===== src/rtl/tlc_pkg.sv =====
// tlc_pkg: light codes, FSM state encoding and lamp helper functions shared by the phase sequencer.
package tlc_pkg;
   localparam logic [2:0] RED   = 3'b100;
   localparam logic [2:0] AMBER = 3'b010;
   localparam logic [2:0] GREEN = 3'b001;
   localparam logic [2:0] DARK  = 3'b000;
   localparam int MAX_DIR = 64;
   typedef enum logic [1:0] {IDLE = 2'd0, CLEAR = 2'd1, RUN = 2'd2, FLASH = 2'd3} state_t;
   function automatic logic [3*MAX_DIR-1:0] all_red(int n);
      all_red = '0;
      for (int d = 0; d < n && d < MAX_DIR; d++) all_red[3*d +: 3] = RED;
   endfunction
   // Anything but a single lit lamp is forced to red so a corrupt table can never show green.
   function automatic logic [2:0] sanitize(logic [2:0] c);
      return (c == RED || c == AMBER || c == GREEN) ? c : RED;
   endfunction
endpackage


===== src/rtl/tlc_phase_sequencer_if.sv =====
// tlc_phase_sequencer_if: supervisor-side control/config bus and lamp-side outputs of the sequencer.
interface tlc_phase_sequencer_if #(
   parameter int NUM_DIR    = 4,
   parameter int NUM_PHASES = 6,
   parameter int CNT_W      = 8
);
   localparam int PH_W = $clog2(NUM_PHASES);
   logic                 run;
   logic                 flash;
   logic                 cfg_we;
   logic [PH_W-1:0]      cfg_addr;
   logic [CNT_W-1:0]     cfg_dur;
   logic [3*NUM_DIR-1:0] cfg_pat;
   logic [3*NUM_DIR-1:0] lights;
   logic [PH_W-1:0]      phase_idx;
   logic                 phase_done;
   logic [1:0]           state_o;
   modport master (output run, flash, cfg_we, cfg_addr, cfg_dur, cfg_pat,
                   input lights, phase_idx, phase_done, state_o);
   modport slave (input run, flash, cfg_we, cfg_addr, cfg_dur, cfg_pat,
                  output lights, phase_idx, phase_done, state_o);
endinterface


===== src/rtl/tlc_tick_gen.sv =====
// tlc_tick_gen: free-running prescaler; tick is high one clk in every TICK_DIV, first one TICK_DIV cycles after reset.
module tlc_tick_gen #(
   parameter int TICK_DIV = 1
) (
   input  logic clk,
   input  logic rst,
   output logic tick
);
   localparam int W = $clog2(TICK_DIV) + 1;
   logic [W-1:0] cnt;
   assign tick = cnt == W'(TICK_DIV - 1);
   always_ff @(posedge clk or posedge rst)
      if (rst) cnt <= '0;
      else cnt <= tick ? '0 : cnt + 1'b1;
endmodule


===== src/rtl/tlc_phase_sequencer.sv =====
// tlc_phase_sequencer: programmable phase table plus IDLE/CLEAR/RUN/FLASH sequencer driving registered lamp codes.
module tlc_phase_sequencer
   import tlc_pkg::*;
#(
   parameter int NUM_DIR    = 4,
   parameter int NUM_PHASES = 6,
   parameter int CNT_W      = 8,
   parameter int TICK_DIV   = 1,
   parameter int ALLRED_T   = 2,
   parameter int FLASH_T    = 1
) (
   input logic clk,
   input logic rst,
   tlc_phase_sequencer_if.slave bus
);
   localparam int PH_W = $clog2(NUM_PHASES);
   localparam int LW = 3 * NUM_DIR;
   localparam logic [LW-1:0] ALL_RED = LW'(all_red(NUM_DIR));
   localparam logic [LW-1:0] ALL_AMBER = {NUM_DIR{AMBER}};
   logic [CNT_W-1:0] tdur [NUM_PHASES];
   logic [LW-1:0]    tpat [NUM_PHASES];
   state_t           state;
   logic [CNT_W-1:0] cnt, sh_dur;
   logic [PH_W-1:0]  nxt;
   logic [LW-1:0]    nxt_pat, pat0;
   logic             tick;
   tlc_tick_gen #(.TICK_DIV(TICK_DIV)) u_tick (.clk(clk), .rst(rst), .tick(tick));
   assign bus.state_o = state;
   always_comb begin
      nxt = (bus.phase_idx == PH_W'(NUM_PHASES - 1)) ? '0 : bus.phase_idx + 1'b1;
      nxt_pat = '0;
      pat0 = '0;
      for (int d = 0; d < NUM_DIR; d++) begin
         nxt_pat[3*d +: 3] = sanitize(tpat[nxt][3*d +: 3]);
         pat0[3*d +: 3] = sanitize(tpat[0][3*d +: 3]);
      end
   end
   always_ff @(posedge clk or posedge rst)
      if (rst) begin
         for (int p = 0; p < NUM_PHASES; p++) begin
            tdur[p] <= '0;
            tpat[p] <= ALL_RED;
         end
      end else if (bus.cfg_we && 32'(bus.cfg_addr) < NUM_PHASES) begin
         tdur[bus.cfg_addr] <= bus.cfg_dur;
         tpat[bus.cfg_addr] <= bus.cfg_pat;
      end
   // The lights register doubles as the shadow pattern; sh_dur shadows the dwell.
   always_ff @(posedge clk or posedge rst)
      if (rst) begin
         state <= IDLE;
         bus.lights <= ALL_RED;
         bus.phase_idx <= '0;
         bus.phase_done <= 1'b0;
         cnt <= '0;
         sh_dur <= '0;
      end else begin
         bus.phase_done <= 1'b0;
         case (state)
            IDLE: if (bus.run || bus.flash) begin
               state <= CLEAR;
               cnt <= '0;
            end
            CLEAR: if (tick) begin
               if (cnt == CNT_W'(ALLRED_T - 1)) begin
                  cnt <= '0;
                  if (bus.flash) begin
                     state <= FLASH;
                     bus.lights <= ALL_AMBER;
                  end else if (bus.run) begin
                     state <= RUN;
                     bus.phase_idx <= '0;
                     sh_dur <= tdur[0];
                     bus.lights <= pat0;
                  end else state <= IDLE;
               end else cnt <= cnt + 1'b1;
            end
            RUN: if (tick) begin
               if (cnt == sh_dur) begin
                  cnt <= '0;
                  bus.phase_done <= 1'b1;
                  if (bus.flash || !bus.run) begin
                     state <= CLEAR;
                     bus.phase_idx <= '0;
                     bus.lights <= ALL_RED;
                  end else begin
                     bus.phase_idx <= nxt;
                     sh_dur <= tdur[nxt];
                     bus.lights <= nxt_pat;
                  end
               end else cnt <= cnt + 1'b1;
            end
            FLASH: if (!bus.flash) begin
               state <= CLEAR;
               cnt <= '0;
               bus.lights <= ALL_RED;
            end else if (tick) begin
               if (cnt == CNT_W'(FLASH_T - 1)) begin
                  cnt <= '0;
                  bus.lights <= (bus.lights == ALL_AMBER) ? '0 : ALL_AMBER;
               end else cnt <= cnt + 1'b1;
            end
            default: state <= IDLE;
         endcase
      end
endmodule


===== src/flat_wrapper.sv =====
// flat-port wrapper written by rule: the top's interface ports become plain ports
module tlc_phase_sequencer_flat import tlc_pkg::*;
#(
   parameter int NUM_DIR    = 4,
   parameter int NUM_PHASES = 6,
   parameter int CNT_W      = 8,
   parameter int TICK_DIV   = 1,
   parameter int ALLRED_T   = 2,
   parameter int FLASH_T    = 1
)
  (clk, rst, bus_run, bus_flash, bus_cfg_we, bus_cfg_addr, bus_cfg_dur, bus_cfg_pat, bus_lights, bus_phase_idx, bus_phase_done, bus_state_o);
  tlc_phase_sequencer_if #(.NUM_DIR(NUM_DIR), .NUM_PHASES(NUM_PHASES), .CNT_W(CNT_W)) bus_i ();
  input logic clk;
  input logic rst;
  input wire logic [$bits(bus_i.run)-1:0] bus_run;
  input wire logic [$bits(bus_i.flash)-1:0] bus_flash;
  input wire logic [$bits(bus_i.cfg_we)-1:0] bus_cfg_we;
  input wire logic [$bits(bus_i.cfg_addr)-1:0] bus_cfg_addr;
  input wire logic [$bits(bus_i.cfg_dur)-1:0] bus_cfg_dur;
  input wire logic [$bits(bus_i.cfg_pat)-1:0] bus_cfg_pat;
  output wire logic [$bits(bus_i.lights)-1:0] bus_lights;
  output wire logic [$bits(bus_i.phase_idx)-1:0] bus_phase_idx;
  output wire logic [$bits(bus_i.phase_done)-1:0] bus_phase_done;
  output wire logic [$bits(bus_i.state_o)-1:0] bus_state_o;
  assign bus_i.run = bus_run;
  assign bus_i.flash = bus_flash;
  assign bus_i.cfg_we = bus_cfg_we;
  assign bus_i.cfg_addr = bus_cfg_addr;
  assign bus_i.cfg_dur = bus_cfg_dur;
  assign bus_i.cfg_pat = bus_cfg_pat;
  assign bus_lights = bus_i.lights;
  assign bus_phase_idx = bus_i.phase_idx;
  assign bus_phase_done = bus_i.phase_done;
  assign bus_state_o = bus_i.state_o;
  tlc_phase_sequencer #(.NUM_DIR(NUM_DIR), .NUM_PHASES(NUM_PHASES), .CNT_W(CNT_W), .TICK_DIV(TICK_DIV), .ALLRED_T(ALLRED_T), .FLASH_T(FLASH_T)) u_core (.clk(clk), .rst(rst), .bus(bus_i));
endmodule

===== config.mk =====
export PLATFORM = sky130hd
export DESIGN_NAME = tlc_phase_sequencer_flat
export DESIGN_NICKNAME = d
export VERILOG_FILES = /design/src/rtl/tlc_pkg.sv /design/src/rtl/tlc_phase_sequencer_if.sv /design/src/rtl/tlc_tick_gen.sv /design/src/rtl/tlc_phase_sequencer.sv /design/src/flat_wrapper.sv
export SDC_FILE = /design/constraint.sdc
export NUM_CORES = 1
export LEC_CHECK = 0
export CAP_MARGIN = 5
export CORE_ASPECT_RATIO = 0.7
export CORE_MARGIN = 2
export CORE_UTILIZATION = 60
export DETAILED_ROUTE_END_ITERATION = 10
export PLACE_DENSITY_LB_ADDON = 0.15
export SLEW_MARGIN = 20
export SYNTH_ARGS = -nofsm -noshare
export SYNTH_HDL_FRONTEND = slang
export SYNTH_HIERARCHICAL = 1
export SYNTH_SLANG_ARGS = --single-unit

===== constraint.sdc =====
create_clock -name clk -period 14.05 [get_ports clk]
set_input_delay 4.215 -clock clk [delete_from_list [all_inputs] [get_ports clk]]
set_output_delay 4.215 -clock clk [all_outputs]
set_load 0.02 [all_outputs]

; ---- Word-level counts from Yosys, hierarchy flattened
; Cells that the tools add are included.
[classes]
n_addsub = 3
n_eq_ne = 44
muxes = 72
bitwise_logic = 2
n_lt_le_gt_ge = 4
n_reduce_logical = 30
[op_table]
columns = cell, n
row1 = $mux 12, 13
row2 = $mux 8, 18
row3 = $bwmux 72, 1
row4 = $bwmux 48, 1
row5 = $mux 3, 16
row6 = $bmux 12 s3, 1
row7 = $demux 12 s3, 1
row8 = $pmux 12 s3, 1
row9 = $pmux 8 s4, 1
row10 = $eq 3x3->1 const B, 9
row11 = $bmux 8 s3, 1
row12 = $demux 8 s3, 1
row13 = $eq 3x1->1 const B, 8
row14 = $eq 3x2->1 const B, 8
row15 = $logic_or 1x1->1, 18
row16 = $mux 2, 9
row17 = $pmux 8 s2, 1
row18 = $reduce_and 8->1, 2
row19 = $reduce_and 7->1, 2
row20 = $eq 12x11->1 const B, 1
row21 = $ne 2x2->1 const B, 6
row22 = $mux 11, 1
row23 = $add 8x1->8 const B, 1
row24 = $eq 8x1->1 const B, 1
row25 = other kinds (22), 33
[word_totals]
out_inout_bits = 18
regBits = 155
inputBits = 28

; ---- Longest topological paths before layout
; Gate-level depths: netlist (run 1).
[logic_depth]
depth_word = 14
depth_mapped = 9
depth_no_buf = 7

; ---- Cells and area by module
; Netlist (run 1), hierarchy kept.
[modules_own_cells]
columns = module, cells_each, instances, area_each_um2, seq_area_each_um2
row1 = tlc_phase_sequencer, 664, 1, 7756.2, 3888.7
row2 = tlc_tick_gen, 2, 1, 11.3, 0.0

; ---- Worst setup path after synthesis (run 1)
; Ideal clock, no wire load.
[synth_path]
kind = input-to-reg
from = input port bus_flash
to = register u_core.bus.lights[3]
setup_ns = 0.082
slack_ns = 8.421
path_buffers = 2
t_required_ns = 13.968
t_arrival_ns = 5.547
path_stages = 6
path_cell_list = clkbuf_1 > nor2b_1 > clkbuf_1 > nand2_1 > or4_1 > a31oi_1
[synth_between]
elab_chain_len = 5
[synth_rtl]
columns = element, line_no
row1 = from (decl), flat_wrapper.sv:16  ; input wire logic [$bits(bus_i.flash)-1:0] bus_flash;
row2 = $logic_or 1x1->1, tlc_phase_sequencer.sv:82  ; if (bus.flash || !bus.run) begin
row3 = $mux 12, tlc_phase_sequencer.sv:82
row4 = $mux 12, tlc_phase_sequencer.sv:79  ; if (cnt == sh_dur) begin
row5 = $mux 12, tlc_phase_sequencer.sv:78  ; RUN: if (tick) begin
row6 = $pmux 12 s3, tlc_phase_sequencer.sv:59  ; case (state)
row7 = to (signal assigned), tlc_phase_sequencer.sv:74  ; bus.lights <= pat0;
row8 = to (signal assigned), tlc_phase_sequencer.sv:89  ; bus.lights <= nxt_pat;
row9 = to (signal assigned), tlc_phase_sequencer.sv:100  ; bus.lights <= (bus.lights == ALL_AMBER) ? '0 : ALL_AMBER;
row10 = to (decl), tlc_phase_sequencer_if.sv:21  ; output lights, phase_idx, phase_done, state_o);
; Several ways; a longest one is shown, not always the timed one. The select of a mux whose other input is x is not followed.
; A chain may end at the register's enable or synchronous reset.

; ---- Worst setup path in the final report (run 1)
[layout_path]
from = register u_core.bus.phase_idx[0]
to = output port bus_phase_idx[0]
[layout_lines]
columns = element, line_no
row1 = from (decl), tlc_phase_sequencer_if.sv:21
row2 = from (signal assigned), tlc_phase_sequencer.sv:87  ; bus.phase_idx <= nxt;
row3 = to (decl), flat_wrapper.sv:22  ; output wire logic [$bits(bus_i.phase_idx)-1:0] bus_phase_idx;
; No word-level cell between the ends.

==> key figures, run 1 <==
Clock network
  – Post-CTS Resized: 0
  – CTS sink cnt: roughly 150
  – CTS Hold Bufs: 0
  – Worst skew pair latency: between 0.4 and 0.5 ns
  – Post-CTS setup buffers: 0
  – Htree depth: 4
  – Cts bufs inserted: 17
  – CTS tree: yes
  – Reg clk slew, reported paths: approximately 0.06 ns
  – Maximum clock insertion buffer count: 2
  – CTS Root Cell: clkbuf_16

STA
  – Fin Setup TNS: 0 ns
  – Fin Clk Skew: roughly 0.0087 ns
  – RSZ-0062 raised after global routing: no
  – Peak Freq: approximately 160 MHz
  – Worst Tran Pin Value: 1.13 ns
  – Setup violations, final: 0
  – Max transition margin: 0.244
  – Fin. Hold Viols: 0
  – Period minus WS final: 6.21 ns
  – Fin. max-slew vios: 0
  – Final Cycle Share: 0.442

GRT
  – GR Util met1: 0.419
  – Met2 GRT Util: 0.415
  – Overall Global Routing Usage: 0.281
  – Largest net degree at the start of global routing: 81
  – Global-route met3 utilization: 0.0688
  – Antenna violations before repair: 0
  – Number of global-route vias before repair: roughly 5,500
  – Global-route wire length before repair: between 30,000 and 40,000 um
  – Top Usage Layer GRT: met1
  – Congestion Overflow GR: 0

Place
  – Routability cong.: about 0.86
  – Hpwl dp: roughly 12,000 um
  – Port bufs: 45

Finish
  – Most common cell after layout, fill and taps aside: dfrtp_1
  – Multi-input logic area: around 3600 sq um
  – Filler cells: 868
  – Most frequent cells in the layout: dfrtp_1, mux2_2, nor2_1
  – Final core utilization: 0.714
  – P&R area growth vs syn: 15.0%
  – Nets@finish: about 730
  – Ant diodes: 0
  – Share of layout cells above drive strength 1: 0.299
  – FF/Latch Area: around 3900 sq um

Die
  – I/O pin cnt: 46
  – Die area: roughly 14,000 sq um
  – Die Y: a little under 100 um
  – Die X-Extent: 140 um
  – Starting Density: 0.621
  – Rows: 34
  – Core area: between 10,000 and 15,000 sq um

Synthesis
  – Cells after Synth: ~670
  – Post-synthesis average cell area: about 12 sq um
  – Mapped Area: 7770 sq um
  – Syn Nets: between 600 and 700
  – Post-synth EDFFs: 0
  – Synthesis Warnings: 6
  – Yosys cell types: 68
  – Top_reg_cell synth: dfrtp_1
  – Post-synthesis sequential area ratio: 0.501
  – Number of synthesized register bits: 154
  – Synth async-reset ratio: 1.00

Route
  – Via count: around 5,700
  – Pre-antenna DRT Iters: 5
  – Routed wire length per instance: around 22 um
  – ANT nets after route: 0
  – DRT iter0 DRCs: approximately 620
  – Mean number of vias per cell: about 6.6
  – Routed WL: 19,100 um
  – Residual DRC: 0

Min path
  – Hold path endpoint: u_core/tpat[10]
  – Min-delay src: u_core/tpat[10]
  – Worst hold path type: reg2reg
  – Hold depth: 1

Worst setup path
  – R2R Path End: u_core/bus.lights[10]
  – Critical path capture point type: primary output
  – Crit path kind: reg2out
  – Worst R2R Path Depth: 5
  – CP startpoint kind: flip-flop
  – Worst Path Arrival: approximately 2 ns
  – Worst R2R Start: u_core/bus.state_o[1]
  – Data required time of the worst path: a little under 10 ns
  – R2R Setup Slk: around 11 ns
  – Crit-path max FO: 51

Power
  – P_leak: about 3.6 nW
  – Max VDD drop: ~0.14 mV
  – PD cells: approximately 190 nW/um^2

Status
  – Outcome: completed

Run
  – Max cap viols: 0
[synthesized netlist by cell type (5+ instances only)]
cell / n / area (sq um)
buf_4: 5 / 37.5
a21oi_1: 12 / 60.1
clkbuf_1: 22 / 82.6
a22oi_1: 12 / 90.1
inv_1: 11 / 41.3
buf_6: 5 / 56.3
o21ai_1: 15 / 75.1
a222oi_1: 5 / 50.1
nor3_1: 6 / 30.0
a21o_1: 9 / 67.6
dfstp_2: 28 / 736
nand3_1: 16 / 80.1
buf_2: 9 / 45.0
mux2_2: 124 / 1400
or3_1: 5 / 31.3
a22o_1: 7 / 61.3
nand2b_1: 7 / 43.8
a221oi_1: 8 / 70.1
xnor2_1: 18 / 158
nor2b_1: 7 / 43.8
mux2_1: 11 / 124
nor2_1: 49 / 184
dfrtp_1: 126 / 3150
mux2i_1: 11 / 110
nand2_1: 27 / 101
a31oi_1: 19 / 119
o22ai_1: 5 / 31.3
o21ai_0: 14 / 70.1
[sequential cells by signal, indices dropped and copies added (netlist names)]
name,cells
u_core/sh_dur,8
u_core/bus.state_o,2
u_core/bus.lights,12
u_core/tpat,72
u_core/bus.phase_done,1
u_core/tdur,48
u_core/bus.phase_idx,3
u_core/cnt,8
[worst max-delay path by stage]
stage | startpoint | endpoint
2_1_floorplan | rst | u_core/bus.lights[0]
3_3_place_gp | rst | u_core/bus.phase_idx[0]
3_5_place_dp | bus_flash | u_core/bus.lights[3]
4_1_cts | u_core/bus.phase_idx[0] | bus_phase_idx[0]
5_1_grt | u_core/bus.phase_idx[0] | bus_phase_idx[0]
6_report | u_core/bus.phase_idx[0] | bus_phase_idx[0]
[final cells by class]
class                           instances  area share
Clock buffer                           22      0.0531
Clock inverter                         10      0.0182
Inverter                               14     0.00644
Multi-Input combinational cell        455       0.405
Sequential cell                       154       0.435
Tap cell                              162      0.0227
Timing Repair Buffer                   55      0.0592
[metal layers]
metal	routed length, um	up-vias	part of all wire
li1	-	2515	-
met1	8870	2924	0.47
met2	8500	251	0.45
met3	1470	28	0.077
met4	224	0	0.012
met5	0	-	0
[worst max-delay path: stages (launching register included)]
cell	delay, ns
dfrtp_2	0.34
buf_4	0.52
clkdlybuf4s50_1	0.73
[power by group]
part	internal [mW]	total, mW	switching (mW)
clock network	0.312	0.491	0.178
logic	0.242	0.521	0.279
registers	0.572	0.667	0.0949
[cell families (layout without fill, tap and decap cells)]
| group | count (synthesis) | count (layout) | synth area share |
|---|---|---|---|
| AO/OA/AOI/OAI | 136 | 136 | 0.126 |
| XOR/XNOR | 20 | 20 | 0.0226 |
| adder cells (fa/ha/maj) | 3 | 3 | 0.00483 |
| buffers and inverters | 57 | 101 | 0.0362 |
| flip-flops | 154 | 154 | 0.501 |
| multiplexers | 146 | 146 | 0.210 |
| other | 1 | 1 | 0.000483 |
| AND/OR/NAND/NOR | 149 | 149 | 0.0992 |
[through the flow]
step           hold slack [ns]  power (mW)  cells  area (sq um)  worst slack [ns]
2_1_floorplan            0.471        1.02    666          7770              5.73
3_3_place_gp             0.479        1.16    840          8290              7.76
3_5_place_dp             0.486        1.18    840          8290              7.67
4_1_cts                  0.500        1.68    872          8930              7.83
5_1_grt                  0.507        1.76    872          8930              7.76
6_report                 0.500        1.68    872          8930              7.84
Note: power is estimated with default switching activity, not from simulation.
==> run 2, diff against run 1 <==
clock period = 6.08 ns   (was 14.05 ns; I/O delays follow)
==> run 2 against run 1 <==
  * Largest power group unchanged
  * Global-route usage grew 0.10 points
  * Critical path depth is the same
  * Count of clock-buffer cells in the layout shrank 2
  * Non-clock buffer count grew 1
  * Wire length shrank 2.0%
  * Final area shrank 0.80%
  * Register-to-register slack lost 8.0 ns
  * Critical path type unchanged
  * Critical endpoint unchanged
  * Largest cell class unchanged
==> key figures, run 2 (synthesis results as in run 1) <==
STA
  – Max transition margin: 0.228 (was 0.244)
  – Fin. max-slew vios: 0 (unchanged)
  – Final Cycle Share: 0.633
  – Fin. Hold Viols: 0 (unchanged)
  – Fin Clk Skew: 0.00882 ns (was 0.00871 ns)
  – RSZ-0062 raised after global routing: no (unchanged)
  – Setup violations, final: 0 (unchanged)
  – Fin Setup TNS: 0 ns (unchanged)
  – Period minus WS final: 3.85 ns
  – Worst Tran Pin Value: 1.15 ns (was 1.13 ns)
  – Peak Freq: around 260 MHz
  – Final setup margin: 2.23 ns (was 7.84 ns)

Power
  – Max VDD drop: 0.297 mV (was 0.138 mV)
  – Combinational power share: 0.320 (was 0.310)
  – Power share of the clock group: 0.270 (was 0.292)
  – Psw: 1.28 mW (was 0.552 mW)
  – Sequential share of power: 0.411 (was 0.397)
  – Internal Power: 2.46 mW (was 1.13 mW)
  – PD cells: 422 nW/um^2 (was 188 nW/um^2)
  – P_leak: 3.60 nW (was 3.64 nW)
  – Pwr Total: 3.74 mW (was 1.68 mW)
  – Sw Ratio: 0.342 (was 0.329)

Worst setup path
  – Data required time of the worst path: 4.26 ns (was 9.84 ns)
  – Crit path kind: reg2out (unchanged)
  – Critical-path cell list: buf_4, clkdlybuf4s50_1 (unchanged)
  – CP startpoint kind: flip-flop (unchanged)
  – Slowest stage delay, CP: 0.73 ns (about the same)
  – Critical path capture point type: primary output (unchanged)
  – Crit-path max FO: 51 (unchanged)
  – Slowest cell on crit path: clkdlybuf4s50_1 (unchanged)
  – Worst Path Arrival: 2.02 ns (was 2.00 ns)

GRT
  – Number of global-route vias before repair: 5,693 (was 5,538)
  – Antenna violations before repair: 0 (unchanged)
  – Overall Global Routing Usage: 0.283 (was 0.281)
  – Congestion Overflow GR: 0 (unchanged)
  – Global-route wire length before repair: 30,300 um (was 30,100 um)
  – Largest net degree at the start of global routing: 102 (was 81)

Route
  – DRT iter0 DRCs: 439 (was 618)
  – Routed WL: 18,700 um (was 19,100 um)
  – ANT nets after route: 0 (unchanged)
  – Via count: 5,609 (was 5,718)
  – Mean number of vias per cell: 6.42 (was 6.56)
  – Residual DRC: 0 (unchanged)
  – Routed wire length per instance: 21.4 um (was 21.9 um)
  – Pre-antenna DRT Iters: 5 (unchanged)

Place
  – Routability cong.: 0.855 (was 0.857)
  – Placed insts: 841 (was 840)
  – Worst slack, placed: 2.12 ns (was 7.67 ns)
  – Hpwl dp: 11,800 um (was 12,000 um)
  – Port bufs: 45 (unchanged)

Clock network
  – Worst skew pair latency: 0.42 ns (about the same)
  – Maximum clock insertion buffer count: 2 (unchanged)
  – Reg clk slew, reported paths: 0.06 ns (about the same)
  – Post-CTS setup buffers: 0 (unchanged)
  – CTS Hold Bufs: 0 (unchanged)
  – CTS sink cnt: 154 (unchanged)
  – Cts bufs inserted: 17 (unchanged)
  – Htree depth: 4 (unchanged)
  – CTS Root Cell: clkbuf_16 (unchanged)
  – Post-CTS Resized: 0 (unchanged)
  – CTS tree: yes (unchanged)

Finish
  – Largest register FFs: 72 (unchanged)
  – Nets@finish: 729 (was 728)
  – P&R area growth vs syn: 14.1% (was 15.0%)
  – Top Registers: u_core/tpat x72, u_core/tdur x48, u_core/bus.lights x12 (unchanged)
  – Post-Layout Cell Count: 873 (was 872)
  – Ant diodes: 0 (unchanged)
  – Reg with most FFs: u_core/tpat (unchanged)
  – Most common cell after layout, fill and taps aside: dfrtp_1 (unchanged)
  – Filler cells: 913 (was 868)
  – Share of layout cells above drive strength 1: 0.300 (was 0.299)
  – Most frequent cells in the layout: dfrtp_1, mux2_2, nor2_1 (unchanged)

Run
  – Max cap viols: 0 (unchanged)

Status
  – Outcome: completed (unchanged)

Die
  – Die area: 13,900 sq um (unchanged)
  – Starting Density: 0.621 (unchanged)
  – Core area: 12,500 sq um (unchanged)
  – Die Y: 99.2 um (unchanged)
  – Die X-Extent: 140 um (unchanged)
  – I/O pin cnt: 46 (unchanged)
  – Rows: 34 (unchanged)

Min path
  – Worst hold path type: reg2reg (unchanged)
[run 2: changes by cell type in the layout (fill, tap and decap cells not counted), moves of 2 or more]
cell	previous run	this run
clkinv_4	0	3
bufinv_16	4	1
clkbuf_8	3	1
buf_4	9	11
[run 2: per-layer routing]
layer / vias up / part of all wire / track usage
li1: 2516 / - / -
met1: 2839 / 0.46 / 0.415
met2: 232 / 0.44 / 0.417
met3: 22 / 0.082 / 0.0761
met4: 0 / 0.011 / 0.0815
met5: - / 0 / 0
[run 2: per-stage QoR]
step                utilization  cell area, sq um  hold WS [ns]
floorplan                     -              7770         0.471
global placement          0.664              8300         0.480
detailed placement        0.664              8300         0.489
CTS                       0.709              8860         0.503
global route              0.709              8860         0.513
finish                    0.709              8860         0.500
[run 2: area by class of cell]
class                   instances  area, sq um  area share
repair buffers                 56          533      0.0601
multi-input cells             455         3620       0.408
well taps                     162          203      0.0229
clock buffers                  20          447      0.0504
flip-flops and latches        154         3890       0.439
clock inverters                12          115      0.0130
inverters                      14         57.6     0.00649
[run 2: final timing paths]
kind,depth (start not counted),end,from,slack (ns)
worst max-delay path,2,bus_phase_idx[0],u_core/bus.phase_idx[0],2.23
worst min-delay path,1,u_core/tdur[33],u_core/tdur[33],0.50
worst max register to register,5,u_core/bus.lights[1],u_core/bus.state_o[1],3.02
worst min register to register,1,u_core/tdur[33],u_core/tdur[33],0.50
max in group asynchronous,3,u_core/tpat[29],rst,3.14
min in group asynchronous,2,u_core/tdur[8],rst,1.96
[run 2: power groups by stage]
stage / Sequential (mW) / Clock [mW] / Combinational (mW)
floorplan: 1.53 / 0 / 0.832
global placement: 1.53 / 0 / 1.14
detailed placement: 1.55 / 0 / 1.17
CTS: 1.53 / 1.02 / 1.19
global route: 1.57 / 1.06 / 1.30
finish: 1.54 / 1.01 / 1.19
[run 2: critical path: cells and delay by family, from the launching register on]
kind,cells,cell delay (ns)
flip-flops,1,0.34
buffers and inverters,2,1.22
==> run 3, diff against run 2 <==
CORE_UTILIZATION = 54   (was 60)
clock period = 3.47 ns   (was 6.08 ns; I/O delays follow)
==> run 3 against run 2 <==
  * Worst hold slack better by 0.0021 ns
  * Clock power up 80%
  * Count of clock-buffer cells in the layout down 1
  * Global-route usage down 2.4 points
  * Flip-flop and latch count unchanged
  * First-iteration DRC count down 3.6%
  * Power up 77%
  * Wire length up 1.7%
  * Critical path depth down 1
  * Die area up 11%
  * Sequential share of layout area down 0.58 points
==> key figures, run 3 (synthesis results as in run 1) <==
Finish
  – Share of layout cells above drive strength 1: 0.306 (was 0.300)
  – Ant diodes: 0 (unchanged)
  – P&R area growth vs syn: 15.6% (was 14.1%)
  – Reg with most FFs: u_core/tpat (unchanged)
  – Post-Layout Cell Count: 906 (was 873)
  – Top Registers: u_core/tpat x72, u_core/tdur x48, u_core/bus.lights x12 (unchanged)
  – Filler cells: 1,056 (was 913)
  – Most common cell after layout, fill and taps aside: dfrtp_1 (unchanged)
  – Final core utilization: 0.643 (was 0.709)
  – Nets@finish: 734 (was 729)
  – Largest register FFs: 72 (unchanged)
  – Most frequent cells in the layout: dfrtp_1, mux2_2, nor2_1 (unchanged)

Min path
  – Worst hold path type: reg2reg (unchanged)

Place
  – Routability cong.: 0.859 (was 0.855)
  – Worst slack, placed: 0.441 ns (was 2.12 ns)
  – Hpwl dp: 12,500 um (was 11,800 um)
  – Placed insts: 874 (was 841)
  – Port bufs: 45 (unchanged)

STA
  – Peak Freq: 329 MHz
  – Final setup margin: 0.434 ns (was 2.23 ns)
  – Period minus WS final: 3.04 ns
  – Fin Setup TNS: 0 ns (unchanged)
  – Worst Tran Pin Value: 0.772 ns (was 1.15 ns)
  – Final Cycle Share: 0.875
  – RSZ-0062 raised after global routing: no (unchanged)
  – Max transition margin: 0.485 (was 0.228)
  – Fin. Hold Viols: 0 (unchanged)
  – Fin Clk Skew: 0.0173 ns (was 0.00882 ns)
  – Fin. max-slew vios: 0 (unchanged)
  – Min Hold Slack: 0.502 ns (was 0.500 ns)
  – Setup violations, final: 0 (unchanged)

Clock network
  – CTS Root Cell: clkbuf_16 (unchanged)
  – Reg clk slew, reported paths: 0.06 ns (about the same)
  – Post-CTS setup buffers: 0 (unchanged)
  – Htree depth: 4 (unchanged)
  – CTS Hold Bufs: 0 (unchanged)
  – Cts bufs inserted: 17 (unchanged)
  – CTS tree: yes (unchanged)
  – CTS sink cnt: 154 (unchanged)
  – Worst skew pair latency: 0.43 ns (was 0.42 ns)
  – Maximum clock insertion buffer count: 2 (unchanged)
  – Post-CTS Resized: 0 (unchanged)

Worst setup path
  – Data required time of the worst path: 2.43 ns (was 4.26 ns)
  – Critical path capture point type: primary output (unchanged)
  – Worst Path Arrival: 1.99 ns (was 2.02 ns)
  – Critical-path cell list: clkdlybuf4s50_1 (was buf_4, clkdlybuf4s50_1)
  – CP bufs+invs: 1 (was 2)
  – Slowest cell on crit path: dfrtp_1 (was clkdlybuf4s50_1)
  – CP startpoint kind: flip-flop (unchanged)
  – Crit-path max FO: 16 (was 51)
  – Crit path kind: reg2out (unchanged)
  – Slowest stage delay, CP: 0.84 ns (was 0.73 ns)
  – Delay-heaviest family, CP: flip-flops (was buffers and inverters)

Power
  – PD cells: 737 nW/um^2 (was 422 nW/um^2)
  – Max VDD drop: 0.309 mV (was 0.297 mV)
  – P_leak: 3.64 nW (was 3.60 nW)

Route
  – Routed wire length per instance: 21.0 um (was 21.4 um)
  – ANT nets after route: 0 (unchanged)
  – Routed WL: 19,000 um (was 18,700 um)
  – DRT iter0 DRCs: 423 (was 439)
  – Pre-antenna DRT Iters: 5 (unchanged)
  – Via count: 5,639 (was 5,609)
  – Residual DRC: 0 (unchanged)
  – Mean number of vias per cell: 6.22 (was 6.42)

GRT
  – Number of global-route vias before repair: 5,601 (was 5,693)
  – Antenna violations before repair: 0 (unchanged)
  – Global-route wire length before repair: 30,700 um (was 30,300 um)
  – Congestion Overflow GR: 0 (unchanged)
  – Overall Global Routing Usage: 0.258 (was 0.283)
  – Largest net degree at the start of global routing: 80 (was 102)

Run
  – Max cap viols: 0 (unchanged)

Die
  – I/O pin cnt: 46 (unchanged)
  – Die Y: 104 um (was 99.2 um)
  – Core area: 14,000 sq um (was 12,500 sq um)
  – Die area: 15,400 sq um (was 13,900 sq um)
  – Rows: 36 (was 34)
  – Die X-Extent: 147 um (was 140 um)
  – Starting Density: 0.556 (was 0.621)

Status
  – Outcome: completed (unchanged)
-- run 3: stage by stage --
stage	total power [mW]	instance area [sq um]
6_report	6.62	8980
5_1_grt	6.99	8980
4_1_cts	6.64	8980
3_5_place_dp	4.79	8400
3_3_place_gp	4.70	8400
2_1_floorplan	4.14	7770
-- run 3: path summary, 6_finish.rpt --
| check | from | endpoint | slack [ns] | cells after the start |
|---|---|---|---|---|
| min | u_core/tpat[25] | u_core/tpat[25] | 0.50 | 1 |
| max reg2reg | u_core/bus.phase_idx[1] | u_core/sh_dur[0] | 0.73 | 7 |
| min reg2reg | u_core/tpat[25] | u_core/tpat[25] | 0.50 | 1 |
| min in group asynchronous | rst | u_core/tdur[40] | 1.10 | 3 |
| max | u_core/bus.phase_idx[1] | bus_phase_idx[1] | 0.43 | 1 |
| max in group asynchronous | rst | u_core/bus.lights[8] | 1.97 | 3 |
-- run 3: cell type report --
type / count / area (sq um) / area share
multi-input combinational: 455 / 3620 / 0.403
clock buffer: 19 / 443 / 0.0493
clock inverter: 13 / 141 / 0.0157
inverter: 14 / 56.3 / 0.00627
timing repair buffer: 61 / 596 / 0.0663
sequential: 154 / 3890 / 0.433
tap: 190 / 238 / 0.0265
-- run 3: metal layers --
layer	vias up	wire length, um	track usage
met4	0	131	0.0673
li1	2531	-	-
met3	12	1480	0.0680
met1	2901	9010	0.388
met5	-	0	0
met2	195	8390	0.371
-- run 3: report_power, final --
part | switching, mW | total, mW | internal, mW
clock | 0.740 | 1.82 | 1.08
combinational | 1.07 | 2.06 | 0.994
sequential | 0.417 | 2.73 | 2.32
total | 2.23 | 6.62 | 4.39
